<file path="config.mk">
export PLATFORM = sky130hd
export DESIGN_NAME = alu_pipe
export DESIGN_NICKNAME = d
export VERILOG_FILES = /design/src/rtl/alu_pipe_pkg.sv /design/src/rtl/alu_mul_seq.sv /design/src/rtl/alu_pipe.sv
export SDC_FILE = /design/constraint.sdc
export NUM_CORES = 2
export LEC_CHECK = 0
export ABC_CLOCK_PERIOD_IN_PS = 13300
export BUFFER_PORTS_ARGS = -buffer_cell sky130_fd_sc_hd__buf_2
export CAP_MARGIN = 25
export CORE_UTILIZATION = 69
export CTS_CLUSTER_SIZE = 28
export DETAILED_ROUTE_END_ITERATION = 8
export MAX_ROUTING_LAYER = met4
export PLACE_DENSITY = 0.88
export SLEW_MARGIN = 20
export SYNTH_ARGS = -nofsm -noshare
export SYNTH_HDL_FRONTEND = slang
export SYNTH_SLANG_ARGS = --single-unit
</file>
<file path="constraint.sdc">
create_clock -name clk -period 13.3 [get_ports clk]
set_input_delay 3.325 -clock clk [delete_from_list [all_inputs] [get_ports clk]]
set_output_delay 3.325 -clock clk [all_outputs]
set_load 0.01 [all_outputs]
</file>
<file path="src/rtl/alu_pipe_pkg.sv">
// Shared opcode/func encodings and multiplier FSM states for the execute-stage ALU.
package alu_pipe_pkg;

    localparam logic [5:0] OP_RTYPE = 6'h00;
    localparam logic [5:0] OP_JAL   = 6'h03;
    localparam logic [5:0] OP_BEQ   = 6'h04;
    localparam logic [5:0] OP_BNE   = 6'h05;
    localparam logic [5:0] OP_ADDI  = 6'h08;
    localparam logic [5:0] OP_ADDIU = 6'h09;
    localparam logic [5:0] OP_ANDI  = 6'h0C;
    localparam logic [5:0] OP_ORI   = 6'h0D;
    localparam logic [5:0] OP_XORI  = 6'h0E;
    localparam logic [5:0] OP_LW    = 6'h23;
    localparam logic [5:0] OP_SW    = 6'h2B;

    localparam logic [5:0] FN_SLL   = 6'h00;
    localparam logic [5:0] FN_SRL   = 6'h02;
    localparam logic [5:0] FN_SRA   = 6'h03;
    localparam logic [5:0] FN_SLLV  = 6'h04;
    localparam logic [5:0] FN_SRLV  = 6'h06;
    localparam logic [5:0] FN_SRAV  = 6'h07;
    localparam logic [5:0] FN_JR    = 6'h08;
    localparam logic [5:0] FN_MFHI  = 6'h10;
    localparam logic [5:0] FN_MFLO  = 6'h12;
    localparam logic [5:0] FN_MULT  = 6'h18;
    localparam logic [5:0] FN_MULTU = 6'h19;
    localparam logic [5:0] FN_ADD   = 6'h20;
    localparam logic [5:0] FN_ADDU  = 6'h21;
    localparam logic [5:0] FN_SUB   = 6'h22;
    localparam logic [5:0] FN_SUBU  = 6'h23;
    localparam logic [5:0] FN_AND   = 6'h24;
    localparam logic [5:0] FN_OR    = 6'h25;
    localparam logic [5:0] FN_XOR   = 6'h26;
    localparam logic [5:0] FN_NOR   = 6'h27;
    localparam logic [5:0] FN_SLT   = 6'h2A;
    localparam logic [5:0] FN_SLTU  = 6'h2B;

    typedef enum logic [1:0] {
        IDLE = 2'd0,
        MUL  = 2'd1,
        DONE = 2'd2
    } mul_state_t;

endpackage

</file>
<file path="src/rtl/alu_mul_seq.sv">
// Sequential shift-add multiplier, one multiplier bit per cycle; signed ops run on magnitudes.
module alu_mul_seq
    import alu_pipe_pkg::*;
#(
    parameter int unsigned WIDTH = 32
) (
    input  logic                 clk,
    input  logic                 rst_n,
    input  logic                 start,
    input  logic                 signed_op,
    input  logic [WIDTH-1:0]     a,
    input  logic [WIDTH-1:0]     b,
    output logic                 done,
    output logic [2*WIDTH-1:0]   prod
);

    localparam int unsigned CW = $clog2(WIDTH);

    logic [2*WIDTH-1:0] r_acc;
    logic [2*WIDTH-1:0] r_mcand;
    logic [WIDTH-1:0]   r_mplier;
    logic [CW-1:0]      r_cnt;
    logic               r_run;
    logic               r_neg;
    logic               r_done;
    logic [2*WIDTH-1:0] r_prod;

    logic [WIDTH-1:0]   w_ma;
    logic [WIDTH-1:0]   w_mb;
    logic [2*WIDTH-1:0] w_step_acc;

    assign w_ma       = (signed_op && a[WIDTH-1]) ? (~a + WIDTH'(1)) : a;
    assign w_mb       = (signed_op && b[WIDTH-1]) ? (~b + WIDTH'(1)) : b;
    assign w_step_acc = r_mplier[0] ? (r_acc + r_mcand) : r_acc;

    // The load cycle already consumes multiplier bit 0, so WIDTH-1 further steps follow.
    always_ff @(posedge clk or negedge rst_n) begin
        if (!rst_n) begin
            r_acc    <= '0;
            r_mcand  <= '0;
            r_mplier <= '0;
            r_cnt    <= '0;
            r_run    <= 1'b0;
            r_neg    <= 1'b0;
            r_done   <= 1'b0;
            r_prod   <= '0;
        end else if (start) begin
            r_acc    <= w_mb[0] ? {{WIDTH{1'b0}}, w_ma} : '0;
            r_mcand  <= {{(WIDTH-1){1'b0}}, w_ma, 1'b0};
            r_mplier <= w_mb >> 1;
            r_cnt    <= CW'(1);
            r_run    <= 1'b1;
            r_neg    <= signed_op & (a[WIDTH-1] ^ b[WIDTH-1]);
            r_done   <= 1'b0;
        end else if (r_run) begin
            r_acc    <= w_step_acc;
            r_mcand  <= r_mcand << 1;
            r_mplier <= r_mplier >> 1;
            r_cnt    <= r_cnt + CW'(1);
            if (r_cnt == CW'(WIDTH-1)) begin
                r_run  <= 1'b0;
                r_done <= 1'b1;
                r_prod <= r_neg ? (~w_step_acc + (2*WIDTH)'(1)) : w_step_acc;
            end
        end
    end

    assign done = r_done;
    assign prod = r_prod;

endmodule

</file>
<file path="src/rtl/alu_pipe.sv">
// Registered MIPS execute-stage ALU with valid/ready on both sides and sequential HI/LO multiply.
module alu_pipe
    import alu_pipe_pkg::*;
#(
    parameter int unsigned WIDTH     = 32,
    parameter int unsigned SA_W      = $clog2(WIDTH),
    parameter bit          WORD_ADDR = 1'b1
) (
    input  logic              clk,
    input  logic              rst_n,
    input  logic              in_valid,
    output logic              in_ready,
    input  logic [WIDTH-1:0]  op_a,
    input  logic [WIDTH-1:0]  op_b,
    input  logic [5:0]        opcode,
    input  logic [5:0]        func,
    input  logic [SA_W-1:0]   sa,
    output logic              out_valid,
    input  logic              out_ready,
    output logic [WIDTH-1:0]  result,
    output logic              zero,
    output logic              negative,
    output logic              overflow,
    output logic              illegal,
    output logic              busy,
    output logic [WIDTH-1:0]  hi,
    output logic [WIDTH-1:0]  lo
);

    localparam logic [WIDTH-1:0] IMM_MASK = WIDTH'(32'h0000_FFFF);

    mul_state_t         r_state, w_state_nxt;
    logic               r_out_valid, r_zero, r_neg, r_ovf, r_ill;
    logic [WIDTH-1:0]   r_result, r_hi, r_lo;

    logic [WIDTH-1:0]   w_res, w_sum, w_negb, w_diff, w_addr, w_imm;
    logic               w_ovf, w_ill, w_is_mult, w_mul_signed;
    logic               w_add_ovf, w_sub_ovf;
    logic               w_slot_free, w_accept, w_load_alu, w_load_mul;
    logic               w_mul_done;
    logic [2*WIDTH-1:0] w_prod;

    assign w_slot_free = !r_out_valid || out_ready;
    assign in_ready    = (r_state == IDLE) && w_slot_free;
    assign w_accept    = in_valid && in_ready;
    assign w_load_alu  = w_accept && !w_is_mult;
    assign w_load_mul  = (r_state == DONE) && w_slot_free;

    assign w_sum     = op_a + op_b;
    assign w_negb    = ~op_b + WIDTH'(1);
    assign w_diff    = op_a + w_negb;
    assign w_add_ovf = (op_a[WIDTH-1] == op_b[WIDTH-1])  && (w_sum[WIDTH-1]  != op_a[WIDTH-1]);
    assign w_sub_ovf = (op_a[WIDTH-1] == w_negb[WIDTH-1]) && (w_diff[WIDTH-1] != op_a[WIDTH-1]);
    assign w_imm     = op_b & IMM_MASK;
    assign w_addr    = WORD_ADDR ? (op_a + $unsigned($signed(op_b) >>> 2)) : w_sum;

    // Operation decode and compute; shifts operate on rt (op_b).
    always_comb begin
        w_res        = '0;
        w_ovf        = 1'b0;
        w_ill        = 1'b0;
        w_is_mult    = 1'b0;
        w_mul_signed = 1'b0;
        case (opcode)
            OP_RTYPE: begin
                case (func)
                    FN_SLL:   w_res = op_b << sa;
                    FN_SRL:   w_res = op_b >> sa;
                    FN_SRA:   w_res = $unsigned($signed(op_b) >>> sa);
                    FN_SLLV:  w_res = op_b << op_a[SA_W-1:0];
                    FN_SRLV:  w_res = op_b >> op_a[SA_W-1:0];
                    FN_SRAV:  w_res = $unsigned($signed(op_b) >>> op_a[SA_W-1:0]);
                    FN_JR:    w_res = op_a;
                    FN_MFHI:  w_res = r_hi;
                    FN_MFLO:  w_res = r_lo;
                    FN_MULT:  begin w_is_mult = 1'b1; w_mul_signed = 1'b1; end
                    FN_MULTU: w_is_mult = 1'b1;
                    FN_ADD:   begin w_res = w_sum;  w_ovf = w_add_ovf; end
                    FN_ADDU:  w_res = w_sum;
                    FN_SUB:   begin w_res = w_diff; w_ovf = w_sub_ovf; end
                    FN_SUBU:  w_res = w_diff;
                    FN_AND:   w_res = op_a & op_b;
                    FN_OR:    w_res = op_a | op_b;
                    FN_XOR:   w_res = op_a ^ op_b;
                    FN_NOR:   w_res = ~(op_a | op_b);
                    FN_SLT:   w_res = WIDTH'($signed(op_a) < $signed(op_b));
                    FN_SLTU:  w_res = WIDTH'(op_a < op_b);
                    default:  w_ill = 1'b1;
                endcase
            end
            OP_ADDI:  begin w_res = w_sum; w_ovf = w_add_ovf; end
            OP_ADDIU: w_res = w_sum;
            OP_ANDI:  w_res = op_a & w_imm;
            OP_ORI:   w_res = op_a | w_imm;
            OP_XORI:  w_res = op_a ^ w_imm;
            OP_BEQ:   w_res = WIDTH'(op_a == op_b);
            OP_BNE:   w_res = WIDTH'(op_a != op_b);
            OP_JAL:   w_res = op_a;
            OP_LW,
            OP_SW:    w_res = w_addr;
            default:  w_ill = 1'b1;
        endcase
    end

    alu_mul_seq #(.WIDTH(WIDTH)) u_mul (
        .clk       (clk),
        .rst_n     (rst_n),
        .start     (w_accept && w_is_mult),
        .signed_op (w_mul_signed),
        .a         (op_a),
        .b         (op_b),
        .done      (w_mul_done),
        .prod      (w_prod)
    );

    always_ff @(posedge clk or negedge rst_n) begin
        if (!rst_n) r_state <= IDLE;
        else        r_state <= w_state_nxt;
    end

    always_comb begin
        w_state_nxt = r_state;
        case (r_state)
            IDLE:    if (w_accept && w_is_mult) w_state_nxt = MUL;
            MUL:     if (w_mul_done)            w_state_nxt = DONE;
            DONE:    if (w_slot_free)           w_state_nxt = IDLE;
            default: w_state_nxt = IDLE;
        endcase
    end

    // Output stage: load on ALU accept or multiply completion, otherwise hold until drained.
    always_ff @(posedge clk or negedge rst_n) begin
        if (!rst_n) begin
            r_out_valid <= 1'b0;
            r_result    <= '0;
            r_zero      <= 1'b0;
            r_neg       <= 1'b0;
            r_ovf       <= 1'b0;
            r_ill       <= 1'b0;
            r_hi        <= '0;
            r_lo        <= '0;
        end else if (w_load_alu) begin
            r_out_valid <= 1'b1;
            r_result    <= w_res;
            r_zero      <= (w_res == '0);
            r_neg       <= w_res[WIDTH-1];
            r_ovf       <= w_ovf;
            r_ill       <= w_ill;
        end else if (w_load_mul) begin
            r_out_valid <= 1'b1;
            r_result    <= w_prod[WIDTH-1:0];
            r_zero      <= (w_prod[WIDTH-1:0] == '0);
            r_neg       <= w_prod[WIDTH-1];
            r_ovf       <= 1'b0;
            r_ill       <= 1'b0;
            r_hi        <= w_prod[2*WIDTH-1:WIDTH];
            r_lo        <= w_prod[WIDTH-1:0];
        end else if (out_ready) begin
            r_out_valid <= 1'b0;
        end
    end

    assign out_valid = r_out_valid;
    assign result    = r_result;
    assign zero      = r_zero;
    assign negative  = r_neg;
    assign overflow  = r_ovf;
    assign illegal   = r_ill;
    assign busy      = (r_state != IDLE);
    assign hi        = r_hi;
    assign lo        = r_lo;

endmodule

</file>
==> results of run 1 <==
==> metal layers <==
metal  overflow  GRT usage, %
met5          -             -
met4         47         59.89
met3          7         56.88
met2         57         84.72
met1          0         73.98
==> Yosys cell counts, drive strengths merged, types with 21 or more instances <==
cell	count	area [sq um]
or2	21	131.4
a221oi	44	391.6
a21oi	346	1735
a21boi	21	157.7
clkbuf	315	1182
xor2	55	481.7
o221ai	21	183.9
mux2i	140	1401
nor4	54	350.3
a21o	83	623.1
inv	110	412.9
ha	230	2878
nand4	67	419.2
nand2b	98	613.1
nor2	392	1474
xnor2	194	1699
o211ai	92	709.4
o21ai	374	1891
a211oi	211	1604
nor2b	54	337.8
or3	30	187.7
o21bai	23	172.7
o21a	31	234.0
nand3	196	980.9
a311oi	36	315.3
o22ai	41	256.5
a31oi	52	331.6
nand2	759	2849
and3	39	244.0
a22oi	92	690.7
o31ai	30	235.2
and2	33	206.5
nor3	139	725.7
a222oi	40	400.4
dfrtp	332	8308
a2111oi	30	287.8
buf	73	351.6
==> kinds of logic after synthesis <==
logic type	count (synthesis)
flip-flops	332
AO/OA/AOI/OAI	1767
adder cells (fa/ha/maj)	234
buffers and inverters	504
AND/OR/NAND/NOR	1948
multiplexers	172
XOR/XNOR	249
==> stage by stage <==
step | hold slack, ps | setup WS [ps] | area (sq um) | std cells
4_1_cts | 470.9 | 4157 | 40990 | 5906
3_5_place_dp | 455.7 | 3605 | 39670 | 5838
3_3_place_gp | 438.9 | 3662 | 39650 | 5836
2_1_floorplan | 435.5 | 5281 | 38550 | 5206
==> reports/summary.txt, run 1 <==
Initial Util = 69.84%
dpl hpwl = 129000 um
largest net degree at the start of global routing = 211
cts hold-fix bufs = 0
first-pass GRT wire length = 298300 um
Error = [ERROR GRT-0116] Global routing finished with congestion. Check the congestion regions in the DRC Viewer.
PortBufs = 187
total CTS buffers = 39
setup bufs post-CTS = 0
Syn Nets = 5525
largest family of logic cells by synthesized area = compound AO/OA/AOI/OAI gates
Post-synth ARST share = 100.0%
Main synth FF type = dfrtp_1
Exit stage = 5_1_grt
Post-Synthesis Cells = 5206
yosys warns = 0
Synth Area in Simple Gates = 23.59%
global placement routability congestion = 1.613
GR Overflow Total = 111
Post-Syn Area = 0.03855 sq mm
vias in the first global route = 47375
multiplexer share of the synthesized area = 5.037%
total track usage = 71.42%
clock sinks = 332
Max Buffers Root-to-Sink = 3
library cells used by synthesis = 108
complex-gate fraction of the synthesized area = 31.38%
xor and xnor area share after synthesis = 5.657%
Avg Cell Area, Syn = 7.405 sq um
sequential share of the synthesized area = 21.55%
Post-Synth Adder-Cell Area = 7.672%
die width = 238.4 um
status = aborted with a tool error
CTS H-tree depth = 2
I/O pin count = 188
die outline height = 238.4 um
cell chosen for the clock root = clkbuf_16
FP Rows = 86
#FFs+latches synth = 332
cells resized by post-CTS repair = 0
Post-synth EDFFs = 0
==> inputs of run 2 (changes only) <==
--- a/config.mk
+++ b/config.mk
@@ -8,11 +8,9 @@
 export ABC_CLOCK_PERIOD_IN_PS = 13300
 export BUFFER_PORTS_ARGS = -buffer_cell sky130_fd_sc_hd__buf_2
 export CAP_MARGIN = 25
-export CORE_UTILIZATION = 69
-export CTS_CLUSTER_SIZE = 28
+export CORE_UTILIZATION = 40
 export DETAILED_ROUTE_END_ITERATION = 8
-export MAX_ROUTING_LAYER = met4
-export PLACE_DENSITY = 0.88
+export PLACE_DENSITY_LB_ADDON = 0.15
 export SLEW_MARGIN = 20
 export SYNTH_ARGS = -nofsm -noshare
 export SYNTH_HDL_FRONTEND = slang
==> run 2 against run 1 <==
Against the previous run:
- the flow now finishes, with violations (design-rule violations)
- synthesized cell count unchanged
- synthesized area is the same
==> reports/summary.txt, run 2 <==
status = finished, violations left
failing checks = design-rule violations
WP data required = 13890 ps
die width = 312.5 um
commonest non-fill, non-tap cell in the layout = nand2_1
global placement routability congestion = 1.114
library cells used by synthesis = 108
Util after Layout = 44.39%
RSZ-0062 raised after global routing = no
yosys warns = 0
worst-path maximum fanout = 15
Pleak = 17.01 nW
commonest cells after routing, fill and taps aside = nand2_1 (758), nor2_1 (380), a21oi_1 (344)
first-pass GRT wire length = 325000 um
cell count of the worst reg-to-reg path = 15
Syn Nets = 5525
Post-synth top cells = nand2_1 (759), nor2_1 (391), a21oi_1 (345), o21ai_0 (340), dfrtp_1 (332)
Worst Hold Class = flop to flop
Max-Cap Viols = 0
CP Cell Sequence = buf_2 > inv_1 > ha_1 > nand4_1 > nand2b_1 > nand2b_1 > nand2b_1 > nand2b_1 > nor3_1 > xnor2_1 > ha_1 > nand2_1 > nor4_1 > o211ai_1 > o311ai_0 > o21ai_0 > o21ai_0 > xnor2_1 > o211ai_1 > a221oi_1 > nand3_1 > nor4_1 > nand2_1 > o21ai_1
clock sinks = 332
Worst path max stage delay = 600 ps
crit start category = input pin
layer carrying the most global-route usage = met2
GR Overflow Total = 0
Initial Util = 40.46%
Area Growth Syn to Fin = 9.737%
Reg clk slew, reported paths = 90 ps
Post-synth ARST share = 100.0%
worst skew pair latency = 670 ps
I/O pin count = 188
WS Path Type = input pin to flop
Relative slew margins = 16.75%
CTS tree = yes
area of the multi-input gates = 0.02844 sq mm
met2 usage = 70.18%
vias in the first global route = 42982
DR WL/cell = 35.58 um
pwr dens = 98.77 mW/mm^2
Post-Route Setup TNS = 0 ps
worst slack, placed = 2653 ps
Main synth FF type = dfrtp_1
Post-synth EDFFs = 0
total CTS buffers = 43
Post-Synthesis Cells = 5206
drt total wl = 231600 um
FMAX = 0.09602 GHz
Synth area leader = dfrtp_1
share of cells above drive strength 1 = 10.76%
M3 GR Usage = 12.68%
RR Startpoint = u_mul.r_mcand[1]
Max Buffers Root-to-Sink = 3
worst slew pin tran = 1245 ps
DIE AREA = 0.09763 sq mm
Pins Over Slew Limit = 0
fin crit share = 78.31%
routed vias/inst = 7.011
met1 usage = 54.82%
share of the synthesized area in the top cell type = 21.55%
nets@finish = 5522
most used standard cell by instance count after synthesis = nand2_1
sequential share of the synthesized area = 21.55%
Fillers = 9878
CP Capture Type = flop
largest cells by area after synthesis = dfrtp_1 (22%), ha_1 (7.5%), nand2_1 (7.4%)
final setup skew = 51.79 ps
area occupied by registers = 0.008317 sq mm
dpl hpwl = 178000 um
Post-Syn Area = 0.03855 sq mm
initial antenna violation count = 17
setup bufs post-CTS = 0
r2r endpoint = u_mul.prod[58]
WP data arrival = 11010 ps
First-pass DRT Iterations = 9
Avg Cell Area, Syn = 7.405 sq um
Tot Pwr = 0.004179 W
die outline height = 312.5 um
R2R setup slack = 7300 ps
cells resized by post-CTS repair = 0
CTS H-tree depth = 2
largest net degree at the start of global routing = 121
Setup-failing EPs final = 0
crit-path most repeated cell = nand2b_1
Final WS setup = 2885 ps
final hold violation count = 0
Worst setup endpoint = zero
# DRC = 3
Worst IR Drop VDD = 0.0001101 V
worst hold slack = 465.3 ps
vias = 45635
FP Rows = 113
Period minus WS final = 10410 ps
Final ANT Viol Nets = 0
CP max-delay cell = nor4_1
#FFs+latches synth = 332
cts hold-fix bufs = 0
cell chosen for the clock root = clkbuf_16
PortBufs = 187
core box area = 0.09529 sq mm
total track usage = 46.05%
Initial DRC Count = 6194
Crit. Startpoint = op_b[0]
==> run 2: cell counts after synthesis <==
No cell type changed its count.
==> run 2: routing by layer <==
metal | wire [um] | up-vias
li1 | - | 19499
met1 | 85060 | 21953
met2 | 98700 | 3112
met3 | 25250 | 1055
met4 | 22280 | 16
met5 | 313 | -
==> run 2: cell type report <==
class,instances,share of cell area [%]
multi-input combinational,4370,67.23
antenna,10,0.05915
clock inverter,20,0.4348
sequential,332,19.66
clock buffer,56,2.872
timing repair buffer,340,4.975
inverter,116,1.029
tap,1265,3.741
==> run 2: per-stage QoR <==
stage | instances | cell area, sq um
final | 6509 | 42310
after global routing | 6499 | 42280
after CTS | 6497 | 42260
after detailed placement | 6421 | 40860
after global placement | 6417 | 40820
after floorplan | 5206 | 38550
==> run 2: critical path: cells and delay by family <==
| family | cells | cell delay [ps] |
|---|---|---|
| AND/OR/NAND/NOR | 11 | 3640 |
| AO/OA/AOI/OAI | 7 | 2150 |
| adder cells (fa/ha/maj) | 2 | 810 |
| buffers and inverters | 2 | 680 |
| XOR/XNOR | 2 | 390 |
==> run 2: cells by family after synthesis <==
kind of cell,Yosys count,share of synthesized area (%)
flops,332,21.55
fa+ha+maj,234,7.672
buf+inv,504,5.108
compound gates,1767,31.38
xor+xnor,249,5.657
mux,172,5.037
simple gates,1948,23.59
==> run 2: how the worst min path moves through the flow <==
stage | slack (ps) | from | endpoint | cells after the start
6_report | 470 | u_mul.prod[44] | hi[12] | 2
5_1_grt | 470 | u_mul.prod[44] | hi[12] | 2
4_1_cts | 460 | u_mul.prod[44] | hi[12] | 2
3_5_place_dp | 450 | u_mul.prod[44] | hi[12] | 2
3_3_place_gp | 450 | u_mul.prod[40] | hi[8] | 2
2_1_floorplan | 440 | u_mul.done | r_state[0] | 1
==> run 2: power by group <==
part	leakage (nW)	internal [W]	switching, W
logic	12.4	0.000582	0.00125
registers	3.93	0.00108	0.0000715
clock network	0.675	0.000669	0.000530
Power figures use the tool's default switching activity.
